File: src/rtl/riscv_pkg.sv
// Shared RV32 fetch-side constants and types.
package riscv_pkg;

    localparam int unsigned XLEN = 32;

    localparam logic [XLEN-1:0] RESET_PC  = 32'h0000_0000;
    localparam logic [XLEN-1:0] NOP_INSTR = 32'h0000_0013;

    typedef enum logic [1:0] {
        FETCH,
        HOLD,
        DROP
    } fetch_state_e;

endpackage

File: src/rtl/if_fetch_unit_if.sv
// Single-outstanding instruction-memory request/response bus.
interface if_fetch_unit_if;

    logic                          imem_req;
    logic [riscv_pkg::XLEN-1:0]    imem_addr;
    logic [riscv_pkg::XLEN-1:0]    imem_rdata;
    logic                          imem_valid;

    modport master (
        output imem_req,
        output imem_addr,
        input  imem_rdata,
        input  imem_valid
    );

    modport slave (
        input  imem_req,
        input  imem_addr,
        output imem_rdata,
        output imem_valid
    );

endinterface

File: src/rtl/if_id_reg.sv
// IF/ID pipeline register with stall, flush and synchronous reset.
module if_id_reg #(
    parameter logic [31:0] NOP_INSTR = riscv_pkg::NOP_INSTR
) (
    input  logic        clk,
    input  logic        rst,
    input  logic        i_stall,
    input  logic        i_flush,
    input  logic        i_load,
    input  logic [31:0] i_instr,
    input  logic [31:0] i_pc,
    output logic [31:0] o_instr,
    output logic [31:0] o_pc,
    output logic [31:0] o_pc_plus4,
    output logic        o_valid
);

    logic [31:0] r_instr;
    logic [31:0] r_pc;
    logic [31:0] r_pc_plus4;
    logic        r_valid;

    // Flush beats stall; an unstalled cycle without a load becomes a bubble, PCs held.
    always_ff @(posedge clk) begin
        if (rst) begin
            r_instr    <= NOP_INSTR;
            r_pc       <= 32'h0;
            r_pc_plus4 <= 32'h0;
            r_valid    <= 1'b0;
        end else if (i_flush) begin
            r_instr <= NOP_INSTR;
            r_valid <= 1'b0;
        end else if (!i_stall) begin
            if (i_load) begin
                r_instr    <= i_instr;
                r_pc       <= i_pc;
                r_pc_plus4 <= i_pc + 32'd4;
                r_valid    <= 1'b1;
            end else begin
                r_instr <= NOP_INSTR;
                r_valid <= 1'b0;
            end
        end
    end

    assign o_instr    = r_instr;
    assign o_pc       = r_pc;
    assign o_pc_plus4 = r_pc_plus4;
    assign o_valid    = r_valid;

endmodule

File: src/rtl/if_fetch_unit.sv
// Instruction-fetch stage: PC register, fetch FSM, hold buffer and IF/ID register.
module if_fetch_unit #(
    parameter logic [31:0] RESET_PC  = riscv_pkg::RESET_PC,
    parameter logic [31:0] NOP_INSTR = riscv_pkg::NOP_INSTR
) (
    input  logic                   clk,
    input  logic                   rst,
    input  logic                   PCSrcE,
    input  logic [31:0]            PCTargetE,
    input  logic                   StallF,
    input  logic                   StallD,
    input  logic                   FlushD,
    if_fetch_unit_if.master        imem,
    output logic [31:0]            InstrD,
    output logic [31:0]            PCD,
    output logic [31:0]            PCPlus4D,
    output logic                   ValidD
);

    import riscv_pkg::*;

    fetch_state_e r_state, w_state_nxt;
    logic [31:0]  r_pcf, w_pcf_nxt;
    logic [31:0]  r_tgt, w_tgt_nxt;
    logic [31:0]  r_hold_instr, w_hold_instr_nxt;
    logic         r_req_open, w_req_open_nxt;

    logic         w_req;
    logic         w_load;
    logic [31:0]  w_load_instr;
    logic [31:0]  w_target;
    logic [31:0]  w_pc_plus4;

    assign w_target   = PCTargetE & 32'hFFFF_FFFC;
    assign w_pc_plus4 = r_pcf + 32'd4;

    // The held instruction's PC is PCF itself, which stays put until the transfer.
    always_comb begin
        w_state_nxt      = r_state;
        w_pcf_nxt        = r_pcf;
        w_tgt_nxt        = r_tgt;
        w_hold_instr_nxt = r_hold_instr;
        w_req_open_nxt   = r_req_open;
        w_req            = 1'b0;
        w_load           = 1'b0;
        w_load_instr     = imem.imem_rdata;

        unique case (r_state)
            FETCH: begin
                w_req = !StallF || r_req_open;
                if (PCSrcE) begin
                    if (w_req && !imem.imem_valid) begin
                        w_state_nxt    = DROP;
                        w_tgt_nxt      = w_target;
                        w_req_open_nxt = 1'b1;
                    end else begin
                        w_pcf_nxt      = w_target;
                        w_req_open_nxt = 1'b0;
                    end
                end else if (w_req && imem.imem_valid) begin
                    w_req_open_nxt = 1'b0;
                    if (StallD) begin
                        w_hold_instr_nxt = imem.imem_rdata;
                        w_state_nxt      = HOLD;
                    end else begin
                        w_load    = 1'b1;
                        w_pcf_nxt = w_pc_plus4;
                    end
                end else begin
                    w_req_open_nxt = w_req;
                end
            end
            HOLD: begin
                if (PCSrcE) begin
                    w_pcf_nxt   = w_target;
                    w_state_nxt = FETCH;
                end else if (!StallD) begin
                    w_load       = 1'b1;
                    w_load_instr = r_hold_instr;
                    w_pcf_nxt    = w_pc_plus4;
                    w_state_nxt  = FETCH;
                end
            end
            DROP: begin
                // Request must stay up at the old address until the stale response lands.
                w_req = 1'b1;
                if (PCSrcE) begin
                    w_tgt_nxt = w_target;
                end
                if (imem.imem_valid) begin
                    w_pcf_nxt      = PCSrcE ? w_target : r_tgt;
                    w_req_open_nxt = 1'b0;
                    w_state_nxt    = FETCH;
                end
            end
            default: begin
                w_state_nxt = FETCH;
            end
        endcase
    end

    always_ff @(posedge clk) begin
        if (rst) begin
            r_state      <= FETCH;
            r_pcf        <= RESET_PC;
            r_tgt        <= RESET_PC;
            r_hold_instr <= NOP_INSTR;
            r_req_open   <= 1'b0;
        end else begin
            r_state      <= w_state_nxt;
            r_pcf        <= w_pcf_nxt;
            r_tgt        <= w_tgt_nxt;
            r_hold_instr <= w_hold_instr_nxt;
            r_req_open   <= w_req_open_nxt;
        end
    end

    assign imem.imem_req  = w_req && !rst;
    assign imem.imem_addr = r_pcf;

    if_id_reg #(
        .NOP_INSTR (NOP_INSTR)
    ) u_if_id_reg (
        .clk        (clk),
        .rst        (rst),
        .i_stall    (StallD),
        .i_flush    (FlushD),
        .i_load     (w_load),
        .i_instr    (w_load_instr),
        .i_pc       (r_pcf),
        .o_instr    (InstrD),
        .o_pc       (PCD),
        .o_pc_plus4 (PCPlus4D),
        .o_valid    (ValidD)
    );

endmodule

File: src/flat_wrapper.sv
// flat-port wrapper written by rule: the top's interface ports become plain ports
module if_fetch_unit_flat import riscv_pkg::*;
#(
    parameter logic [31:0] RESET_PC  = riscv_pkg::RESET_PC,
    parameter logic [31:0] NOP_INSTR = riscv_pkg::NOP_INSTR
)
  (clk, rst, PCSrcE, PCTargetE, StallF, StallD, FlushD, InstrD, PCD, PCPlus4D, ValidD, imem_imem_req, imem_imem_addr, imem_imem_rdata, imem_imem_valid);
  if_fetch_unit_if imem_i ();
  input  logic clk;
  input  logic rst;
  input  logic PCSrcE;
  input  logic [31:0] PCTargetE;
  input  logic StallF;
  input  logic StallD;
  input  logic FlushD;
  output logic [31:0] InstrD;
  output logic [31:0] PCD;
  output logic [31:0] PCPlus4D;
  output logic ValidD;
  output wire logic [$bits(imem_i.imem_req)-1:0] imem_imem_req;
  output wire logic [$bits(imem_i.imem_addr)-1:0] imem_imem_addr;
  input wire logic [$bits(imem_i.imem_rdata)-1:0] imem_imem_rdata;
  input wire logic [$bits(imem_i.imem_valid)-1:0] imem_imem_valid;
  assign imem_imem_req = imem_i.imem_req;
  assign imem_imem_addr = imem_i.imem_addr;
  assign imem_i.imem_rdata = imem_imem_rdata;
  assign imem_i.imem_valid = imem_imem_valid;
  if_fetch_unit #(.RESET_PC(RESET_PC), .NOP_INSTR(NOP_INSTR)) u_core (.clk(clk), .rst(rst), .PCSrcE(PCSrcE), .PCTargetE(PCTargetE), .StallF(StallF), .StallD(StallD), .FlushD(FlushD), .imem(imem_i), .InstrD(InstrD), .PCD(PCD), .PCPlus4D(PCPlus4D), .ValidD(ValidD));
endmodule
File: config.mk
export PLATFORM = sky130hd
export DESIGN_NAME = if_fetch_unit_flat
export DESIGN_NICKNAME = d
export VERILOG_FILES = /design/src/rtl/riscv_pkg.sv /design/src/rtl/if_fetch_unit_if.sv /design/src/rtl/if_id_reg.sv /design/src/rtl/if_fetch_unit.sv /design/src/flat_wrapper.sv
export SDC_FILE = /design/constraint.sdc
export NUM_CORES = 1
export LEC_CHECK = 0
export CAP_MARGIN = 20
export CORE_MARGIN = 5
export CORE_UTILIZATION = 50
export CTS_CLUSTER_DIAMETER = 100
export DETAILED_ROUTE_END_ITERATION = 7
export GPL_TIMING_DRIVEN = 0
export PLACE_DENSITY = 0.91
export SYNTH_ARGS = -nofsm -noshare
export SYNTH_HDL_FRONTEND = slang
export SYNTH_SLANG_ARGS = --single-unit
File: constraint.sdc
create_clock -name clk -period 3.4 [get_ports clk]
set_clock_uncertainty 0.2 [all_clocks]
set_input_delay 0.68 -clock clk [delete_from_list [all_inputs] [get_ports clk]]
set_output_delay 0.68 -clock clk [all_outputs]
set_load 0.01 [all_outputs]
# Word level (Yosys, flattened, before mapping)
# Index checks and enable logic that the tools add are counted.
word_totals:
  regBits: 196
  out_inout_bits: 130
  wordCells: 74
classes:
  n_addsub: 1
  n_eq_ne: 10
  muxes: 34
  bitwise_logic: 3
  reduce_logical: 17
ops:
  columns: ["operator", "n"]
  rows:
  - ["$mux W32", 12]
  - ["$pmux W32 S3", 1]
  - ["$pmux W32 S2", 1]
  - ["$add A32 B3 Y32 const B", 1]
  - ["$mux W2", 7]
  - ["$mux W1", 9]
  - ["$ne A3 B3 Y1 const B", 3]
  - ["$reduce_and A4 Y1", 2]
  - ["$ne A3 B2 Y1 const B", 2]
  - ["$pmux W1 S2", 3]
  - ["$pmux W2 S3", 1]
  - ["$reduce_and A3 Y1", 2]
  - ["$reduce_and A5 Y1", 1]
  - ["$ne A2 B2 Y1 const B", 2]
  - ["$logic_and A1 B1 Y1", 3]
  - ["$logic_not A1 Y1", 3]
  - ["$not A1 Y1", 3]
  - ["$reduce_bool A3 Y1", 1]
  - ["$eq A2 B1 Y1 const B", 1]
  - ["$eq A2 B2 Y1 const B", 1]
  - ["$logic_not A2 Y1", 1]
  - ["$ne A2 B1 Y1 const B", 1]
  - ["$reduce_and A2 Y1", 1]
  - ["$reduce_bool A2 Y1", 1]
  - ["2 further kinds", 2]

# Longest topological paths before layout
logic_depth:
  ltp_word: 7
  ltp_mapped: 7

# Modules after synthesis
# From an unflattened synthesis, not the netlist that was laid out.
hier_totals:
  hier_cells: 1122
  area_unflattened_um2: 8874.8
modules_own_cells:
  columns: ["module", "n_inst", "cells_per_inst", "area_per_inst_um2", "seq_area_each_um2"]
  rows:
  - ["if_fetch_unit", 1, 669, 5094.9, 1981.9]
  - ["if_id_reg", 1, 453, 3779.9, 1901.8]

# Worst setup path after synthesis
# No wires, ideal clock.
synth_timing:
  path_kind: "register to register"
  start: "reg u_core.r_pcf[2], in the netlist u_core.imem.imem_addr[2]"
  end: "reg u_core.r_pcf[28], in the netlist u_core.imem.imem_addr[28]"
  setup_time_ns: 0.088
  t_arrival_ns: 2.284
  required_time_ns: 3.112
  slack_ns: 0.828
  path_stages_with_launch: 7
  path_buffers: 0
  synth_period_minus_slack_ns: 2.572
  cell_sequence: "dfxtp_1 -> ha_1 -> nand3_4 -> or3_4 -> or4_4 -> o31a_1 -> o32ai_2"
synth_via:
  elab_chain_len: 5
synth_lines:
  columns: ["element", "line_no", "text"]
  rows:
  - ["start: declaration", "if_fetch_unit.sv:23", "logic [31:0] r_pcf, w_pcf_nxt;"]
  - ["start signal: assignment", "if_fetch_unit.sv:111", "r_pcf <= w_pcf_nxt;"]
  - ["$add A32 B3 Y32 *", "if_fetch_unit.sv:35", "assign w_pc_plus4 = r_pcf + 32'd4;"]
  - ["$mux W32 *", "if_fetch_unit.sv:62, if_fetch_unit.sv:77", null]
  - ["$mux W32", "if_fetch_unit.sv:60", "end else if (w_req && imem.imem_valid) begin"]
  - ["$mux W32", "if_fetch_unit.sv:51", "if (PCSrcE) begin"]
  - ["$pmux W32 S3 *", "if_fetch_unit.sv:48", "unique case (r_state)"]
# Mark *: on every way between the ends. The rest lies on a longest branch, timed or not. The select of a mux whose other input is x is not followed.
# A chain may end at the register's enable or synchronous reset.

# Final worst setup path
layout_timing:
  start: "in rst"
  end: "out imem_imem_req"
layout_via:
  elab_chain_len: 2
layout_lines:
  columns: ["element", "line_no", "text"]
  rows:
  - ["start: declaration", "flat_wrapper.sv:10", "input logic rst;"]
  - ["$logic_not A1 Y1", "if_fetch_unit.sv:118", "assign imem.imem_req = w_req && !rst;"]
  - ["$logic_and A1 B1 Y1", "if_fetch_unit.sv:118", null]
  - ["end: declaration", "flat_wrapper.sv:20", "output wire logic [$bits(imem_i.imem_req)-1:0] imem_imem_req;"]
# Every way passes these cells.

==> flow_summary.yaml <==
cts:
  cts_num_sinks: 194
  cts.htree.levels: 4
  path_clk_slew_ns: 0.08
  ctsHoldBuffers: 0
  clk_latency_ns: 0.45
  cts_buffers: 17
  postCtsSetupBuffers: 0
  cts.path.max_buffers: 2
  cts_tree: "yes"
  cts.root.buffer_cell: "clkbuf_16"
power_and_ir_drop:
  power_frac_comb_pct: 13.3
  powerDensity_nw_per_um2: 451
  vdd_drop_max_v: 0.000403
  power.total_uw: 5210
  p_int_uw: 3700
  switchingPower_uw: 1500
  pwr-share-clk_pct: 40.2
  seqPwrFrac_pct: 46.4
  swShare_pct: 28.9
  p_leak_uw: 0.00382
placement:
  hpwl_mm: 21.3
  routabilityCongestion: 0.971
  port_buffers: 196
  placed_cell_area_um2: 10900
synthesis:
  synth_fa_ha_area_share_pct: 0.144
  synth_top_family_by_area: "simple AND/OR/NAND/NOR gates"
  muxShareOfSynthArea_pct: 3.71
  synth_compound_area_share_pct: 20.6
  synth_flop_cell: "dfxtp_1"
  synth_cell_type_count: 61
  yosys.area_share.simple_pct: 23.1
  synth.avg_cell_area_um2: 7.85
  syn-instance-count: 1107
  ys_async_sr_fraction_pct: 0
  synthXorXnorAreaFrac_pct: 2.52
  synth_area_um2: 8690
  synth-seq-cells: 194
  syn_nets: 1179
  synth-edff-count: 0
  yosysWarnings: 0
  yosysSeqAreaShare_pct: 44.7
timing:
  min_period_over_period_pct: 90.1
  fin_crit_ns: 3.06
  hold_viol: 0
  relSlewSlack_pct: 50.4
  grt_setup_unrepaired: "false"
  drv_slew: 0
  worst_slew_pin_slew_ns: 0.745
  clock.fmax_ghz: 0.327
  setup_viol: 0
route:
  drt_iter0_drc: 1083
  top_layer_used: "met4"
  vias: 9148
  vias_per_cell: 5.86
  wl_met3_mm: 3.22
  drtAntennaViolNets: 0
  wl_met2_mm: 13.7
  drt_pre_antenna_iters: 8
  route.detailed.drc: 0
  routedWlPerCell_um: 18.7
  detail_route.wirelength.met1_mm: 11.1
  routed_wirelength_mm: 29.1
cells_and_area:
  design_area_um2: 11600
  diodes: 0
  most-common-layout-cells: "nand2_1, clkdlybuf4s50_1, dfxtp_1"
  syn2layout_area_growth_pct: 32.9
  nFillCells: 1404
  final_common_cell: "nand2_1"
  drive_gt1_share_pct: 4.79
  fin_nets: 1394
worst_setup_path:
  worstRegToRegCells: 6
  crit_type: "in2out"
  cp-end-kind: "output port"
  r2r-end: "u_core.imem.imem_addr[20]$_SDFFE_PP0P_"
  arrival_ns: 2.18
  required_ns: 2.52
  worstReg2RegStart: "u_core.imem.imem_addr[2]$_SDFFE_PP0P_"
  rrSetupSlack_ns: 0.55
  cp_max_fo: 10
  worstSetupStartpointType: "primary input"
grt:
  gr-usage-all-layers_pct: 28.1
  grt_pass1_wl_mm: 45.2
  grt_overflow: 0
  grt_max_degree: 21
  grt_pass1_vias: 8632
  antenna_found_initial: 0
die:
  core_um2: 17200
  fp.dieW_um: 142
  die_h_um: 142
  initial_core_util_pct: 50.6
  num_rows: 48
  pin_count: 201
  dieArea_um2: 20100
status:
  status: "finished clean"
worst_hold_path:
  hold_depth: 2
  holdPathEnd: "u_core.r_tgt[17]$_SDFFE_PP0P_"
  hp-class: "reg2reg"
  holdCritStartpoint: "u_core.r_tgt[17]$_SDFFE_PP0P_"
job:
  maxCapViolations: 0
## sequential cells by signal, indices dropped and copies added, names as in the netlist
register and count:
u_core.u_if_id_reg.o_pc_plus4 30, u_core.imem.imem_addr 32, u_core.r_tgt 32, u_core.r_state 2
u_core.u_if_id_reg.o_instr 32, u_core.u_if_id_reg.o_valid 1, u_core.r_req_open 1, u_core.r_hold_instr 32
u_core.u_if_id_reg.o_pc 32
## worst max path at each step
stage | start | end | slack (ns) | cells after the start
floorplan | u_core.imem.imem_addr[2]$_SDFFE_PP0P_ | u_core.imem.imem_addr[28]$_SDFFE_PP0P_ | 0.83 | 6
detailed placement | rst | imem_imem_req | -0.38 | 5
global route | rst | imem_imem_req | 0.29 | 5
finish | rst | imem_imem_req | 0.34 | 5
CTS | rst | imem_imem_req | 0.02 | 5
global placement | rst | imem_imem_req | -0.43 | 5
## power by group through the flow
stage	logic, uW	clock network [uW]	registers [uW]
3_5_place_dp	674	0	2470
5_1_grt	742	2190	2420
4_1_cts	679	2090	2410
6_report	694	2100	2420
2_1_floorplan	338	0	2470
3_3_place_gp	661	0	2460
## critical path: stages
cell and delay, ns:
clkdlybuf4s50_1 0.53, clkbuf_2 0.31, buf_2 0.35, nor3_1 0.09
dlymetal6s2s_1 0.22
## cell families after synthesis
| family | after synthesis |
|---|---|
| xor gates and xnor gates | 25 |
| buffers and inverters | 113 |
| AOI/OAI and AO/OA | 284 |
| DFF | 194 |
| and+or+nand+nor | 458 |
| muxes | 32 |
| adders and majority gates | 1 |
## metrics by stage
stage	setup WS (ns)	util, %	TNS [ns]	instances	hold WS [ns]
4_1_cts	0.0194	67.2	0	1560	0.254
6_report	0.337	67.2	0	1560	0.252
2_1_floorplan	0.828	-	0	1107	0.232
5_1_grt	0.292	67.2	0	1560	0.272
3_5_place_dp	-0.380	63.7	-0.380	1528	0.244
3_3_place_gp	-0.434	63.7	-0.434	1528	0.237
## layout make-up
class	instances	area, um2	area share, %
timing repair buffer	196	1960	17.0
inverter	12	45.0	0.390
multi-input combinational	800	4350	37.7
buffer	101	412	3.56
tap	225	282	2.44
clock buffer	17	425	3.68
clock inverter	15	188	1.62
sequential	194	3880	33.6
## cell usage after synthesis, drive strengths merged, types with 2 or more instances
master / instances / area share (%)
mux2: 2 / 0.26
nor4: 6 / 0.50
xnor2: 15 / 1.5
clkbuf: 83 / 3.6
a221oi: 3 / 0.30
nor2: 94 / 4.1
a21oi: 130 / 7.5
a31oi: 7 / 0.50
mux2i: 30 / 3.5
or4: 3 / 0.32
nand3: 13 / 0.89
o31ai: 2 / 0.17
xor2: 10 / 1.0
o21ai: 38 / 2.2
o31a: 34 / 3.4
a211oi: 31 / 2.7
o21a: 4 / 0.35
nand2: 268 / 12
a311oi: 5 / 0.50
or2: 2 / 0.14
and3: 8 / 0.58
o32ai: 5 / 0.59
o2bb2ai: 2 / 0.20
nand4: 13 / 1.2
a2111oi: 4 / 0.40
dfxtp: 194 / 45
inv: 12 / 0.52
nor2b: 11 / 0.79
or3: 4 / 0.36
buf: 18 / 1.1
nor3: 15 / 0.86
nand2b: 7 / 0.50
and4: 6 / 0.62
o22ai: 2 / 0.14
o221ai: 5 / 0.50
nor3b: 4 / 0.35
and2: 2 / 0.14
o211ai: 5 / 0.43
## metal layers
layer	global-route usage, %	up-vias
met1	34.7	4234
met3	7.11	99
li1	-	4251
met4	11.7	0
met2	46.8	564
met5	0	-
## what timing repair did
item                                    CTS  global route
gates resized for setup                   2             1
endpoints found under the hold margin     0             0
endpoints found under the setup margin    1             1
(Power assumes the default switching activity.)
==> RTL change 1, RTL diff (same flow settings) <==
Register the input `PCTargetE` before use. The logic sees it one clock later. The other inputs are not delayed to match.
--- a/src/rtl/if_fetch_unit.sv
+++ b/src/rtl/if_fetch_unit.sv
@@ -20,4 +20,10 @@
     import riscv_pkg::*;
 
+    logic [31:0] PCTargetE_q;
+
+    always_ff @(posedge clk) begin
+        PCTargetE_q <= PCTargetE;
+    end
+
     fetch_state_e r_state, w_state_nxt;
     logic [31:0]  r_pcf, w_pcf_nxt;
@@ -32,5 +38,5 @@
     logic [31:0]  w_pc_plus4;
 
-    assign w_target   = PCTargetE & 32'hFFFF_FFFC;
+    assign w_target   = PCTargetE_q & 32'hFFFF_FFFC;
     assign w_pc_plus4 = r_pcf + 32'd4;
 
Behaviour: not the same (Yosys sat finds a counterexample within 4 cycles, from zero or initial values and one cycle with rst high).
==> RTL change 1 against the original RTL <==
- register-to-register slack got worse by 20 ps
- power increased by 13%
- sequential cell count increased by 30
- die area increased by 5.1%
- setup slack improved by 10 ps
- sequential share of layout area increased by 3.4 points
- first-iteration DRC count increased by 10%
- wire length increased by 1.7%
- area after synthesis increased by 5.5%
- sequential power increased by 17%
- final area increased by 4.9%
- critical path type unchanged
- critical endpoint unchanged
- largest cell class is now sequential cells
- highest routed layer unchanged
==> RTL change 1: results (changes against the original RTL) <==
metric,value,unit,change
switching power share of the total,25.3,%,was 28.9%
post_cts resized,0,,was 2
"Reg clk slew, reported paths",60,ps,was 80 ps
Tot GR Track Use,26.3,%,was 28.1%
Synth area leaders,"dfxtp_1 49%, nand2_1 9.5%, a21oi_1 6.9%",,"was dfxtp_1 45%, nand2_1 12%, a21oi_1 7.5%"
Worst path max stage delay,550,ps,was 530 ps
Vias/cell,5.83,,was 5.86
GPL Wtd Cong,0.966,,was 0.971
# H-tree levels,1,,was 4
hold path start,u_core.r_tgt[22]$_SDFFE_PP0P_,,was u_core.r_tgt[17]$_SDFFE_PP0P_
reg2reg setup slack,530,ps,was 550 ps
Synth Area in XOR/XNOR,2.48,%,was 2.52%
hold endpoint,u_core.r_tgt[22]$_SDFFE_PP0P_,,was u_core.r_tgt[17]$_SDFFE_PP0P_
worst skew pair latency,500,ps,was 450 ps
Worst-Margin Slew,795,ps,was 745 ps
Syn Nets,1167,,was 1179
PortBufs,195,,was 196
Post-synth top cells,"233 x nand2_1, 224 x dfxtp_1, 127 x a21oi_1",,"was 268 x nand2_1, 194 x dfxtp_1, 130 x a21oi_1"
VDD IR max,382,uV,was 403 uV
Worst R2R End,u_core.u_if_id_reg.o_pc_plus4[28]$_SDFFE_PP0P_,,was u_core.imem.imem_addr[20]$_SDFFE_PP0P_
total CTS buffers,23,,was 17
largest net degree at the start of global routing,15,,was 21
post-synthesis mux area share,4.50,%,was 3.71%
Placed Area,0.0114,mm^2,was 0.0109 mm^2
global-route wire length before repair,46.5,mm,was 45.2 mm
dpl hpwl,21.7,mm,was 21.3 mm
synth unique cells,56,,was 61
fin nets,1387,,was 1394
vias in the first global route,8648,,was 8632
NetSw,1.48,mW,was 1.50 mW
status,"finished, final reports clean",,unchanged
initial antenna violation count,1,,was 0
placed cells,1519,,was 1528
sequential fraction of the synthesis area,48.9,%,was 44.7%
cell count after synthesis,1095,,was 1107
routed via count,9088,,was 9148
P_comb,0.662,mW,was 0.694 mW
maximum root-to-sink buffer count,3,,was 2
Iter 0 DRT Violations,1196,,was 1083
leakage,4.14,nW,was 3.82 nW
## RTL change 1: metrics by stage
| stage | util (%) | worst slack [ps] |
|---|---|---|
| after floorplan | - | 976 |
| after global routing | 67.2 | 283 |
| after detailed placement | 63.3 | 198 |
| final | 67.2 | 347 |
| after CTS | 67.2 | 407 |
| after global placement | 63.3 | 198 |
## RTL change 1: metal layers
metal / global-route usage [%] / vias up / share of wire (%)
met5: 0 / - / 0
met4: 12.0 / 0 / 4.5
met3: 4.08 / 106 / 11
met2: 41.5 / 584 / 45
met1: 35.8 / 4180 / 40
li1: - / 4218 / -
## RTL change 1: cell type report
cell class,count,area (um^2)
Multi-Input combinational cell,760,4210
Clock inverter,7,35.0
Clock buffer,32,669
Timing Repair Buffer,195,1950
Fill cell,1440,5910
Inverter,11,41.3
Sequential cell,224,4480
Tap cell,229,287
Antenna cell,1,2.50
Buffer,100,438
## RTL change 1: worst max-delay path: cells and delay by family
kind | cells | cell delay (ps)
simple gates | 1 | 140
buf+inv | 3 | 1360
==> RTL change 2, RTL diff (same flow settings) <==
Made on the original files. The 3 states of `fetch_state_e` get a one-hot encoding in 3 bits.
--- a/src/rtl/riscv_pkg.sv
+++ b/src/rtl/riscv_pkg.sv
@@ -7,8 +7,8 @@
     localparam logic [XLEN-1:0] NOP_INSTR = 32'h0000_0013;
 
-    typedef enum logic [1:0] {
-        FETCH,
-        HOLD,
-        DROP
+    typedef enum logic [2:0] {
+        FETCH = 3'b001,
+        HOLD  = 3'b010,
+        DROP  = 3'b100
     } fetch_state_e;
 
Behaviour: same outputs for any inputs over 4 cycles, from zero or initial values and one cycle with rst high; so few cycles prove little.
==> RTL change 2 against the original RTL <==
- area after synthesis up 2.4%
- wire length down 0.41%
- sequential power up 2%
- register-to-register slack better by 60 ps
- final area up 1.7%
- power up 3.0%
- sequential cell count up 1
- fmax down 6.5%
- setup slack worse by 210 ps
- critical endpoint is now u_core.imem.imem_addr[21]$_SDFFE_PP0P_
==> RTL change 2: results (changes against the original RTL) <==
metric,value,unit,change
fraction of registers with async set/reset,0,%,unchanged
fin nets,1416,,was 1394
Synth area leaders,"dfxtp_1 44%, nand2_1 11%, a21oi_1 8.8%",,"was dfxtp_1 45%, nand2_1 12%, a21oi_1 7.5%"
Worst slew margin,43.9,%,was 50.4%
Fillers,1359,,was 1404
Worst path max stage delay,620,ps,was 530 ps
Placed Area,0.0111,mm^2,was 0.0109 mm^2
hold path start,u_core.r_tgt[15]$_SDFFE_PP0P_,,was u_core.r_tgt[17]$_SDFFE_PP0P_
VDD IR max,353,uV,was 403 uV
global-route wire length before repair,45.3,mm,was 45.2 mm
CP arrival,3380,ps,was 2180 ps
post_cts resized,4,,was 2
Worst R2R End,u_core.imem.imem_addr[26]$_SDFFE_PP0P_,,was u_core.imem.imem_addr[20]$_SDFFE_PP0P_
synth unique cells,74,,was 61
largest net degree at the start of global routing,19,,was 21
GPL Wtd Cong,0.946,,was 0.971
dpl hpwl,21.0,mm,was 21.3 mm
CP startpoint,PCSrcE,,was rst
Synth Area in Adders,0.141,%,was 0.144%
vias in the first global route,8601,,was 8632
leakage,4.00,nW,was 3.82 nW
sequential fraction of the synthesis area,43.9,%,was 44.7%
reg2reg setup slack,610,ps,was 550 ps
drt wl/cell,18.3,um,was 18.7 um
hold endpoint,u_core.r_tgt[15]$_SDFFE_PP0P_,,was u_core.r_tgt[17]$_SDFFE_PP0P_
Iter 0 DRT Violations,1003,,was 1083
status,"finished, final reports clean",,unchanged
Tot GR Track Use,27.8,%,was 28.1%
Post-synth top cells,"251 x nand2_1, 195 x dfxtp_1, 157 x a21oi_1",,"was 268 x nand2_1, 194 x dfxtp_1, 130 x a21oi_1"
Synth Area in XOR/XNOR,2.85,%,was 2.52%
-- RTL change 2: layout make-up --
class                           instances  area (um^2)  share of cell area [%]
Tap cell                              225          282                    2.40
Buffer                                 98          459                    3.91
Inverter                               11         41.3                   0.352
Clock inverter                         12          140                    1.19
Multi-Input combinational cell        825         4500                    38.3
Timing Repair Buffer                  196         1960                    16.7
Sequential cell                       195         3900                    33.2
Clock buffer                           20          457                    3.89
-- RTL change 2: per-layer routing --
layer / vias up / GRT usage (%) / part of all wire [%]
met5: - / 0 / 0
li1: 4302 / - / -
met1: 4191 / 34.3 / 38
met4: 0 / 13.1 / 4.5
met3: 121 / 7.95 / 11
met2: 562 / 45.0 / 47
-- RTL change 2: how the worst max path moves through the flow --
stage / endpoint / slack, ps
2_1_floorplan: u_core.u_if_id_reg.o_pc_plus4[28]$_SDFFE_PP0P_ / 1110
3_3_place_gp: imem_imem_req / -370
3_5_place_dp: imem_imem_req / -390
4_1_cts: imem_imem_req / 40
5_1_grt: u_core.imem.imem_addr[21]$_SDFFE_PP0P_ / 70
6_report: u_core.imem.imem_addr[21]$_SDFFE_PP0P_ / 120
-- RTL change 2: metrics by stage --
step	std cells	setup TNS, ps	hold WS, ps	power, mW	util (%)
after global routing	1582	0	268	5.54	67.7
after floorplan	1130	0	232	2.96	-
after global placement	1551	-498	237	3.31	64.2
final	1582	0	252	5.36	67.7
after detailed placement	1551	-471	242	3.33	64.2
after CTS	1583	0	252	5.34	67.7
-- RTL change 2: report_power, final --
group / internal (mW) / switching (mW) / leakage [nW]
sequential: 2.37 / 0.0993 / 1.58
clock: 1.08 / 0.965 / 0.291
combinational: 0.362 / 0.482 / 2.13
total: 3.81 / 1.55 / 4.00
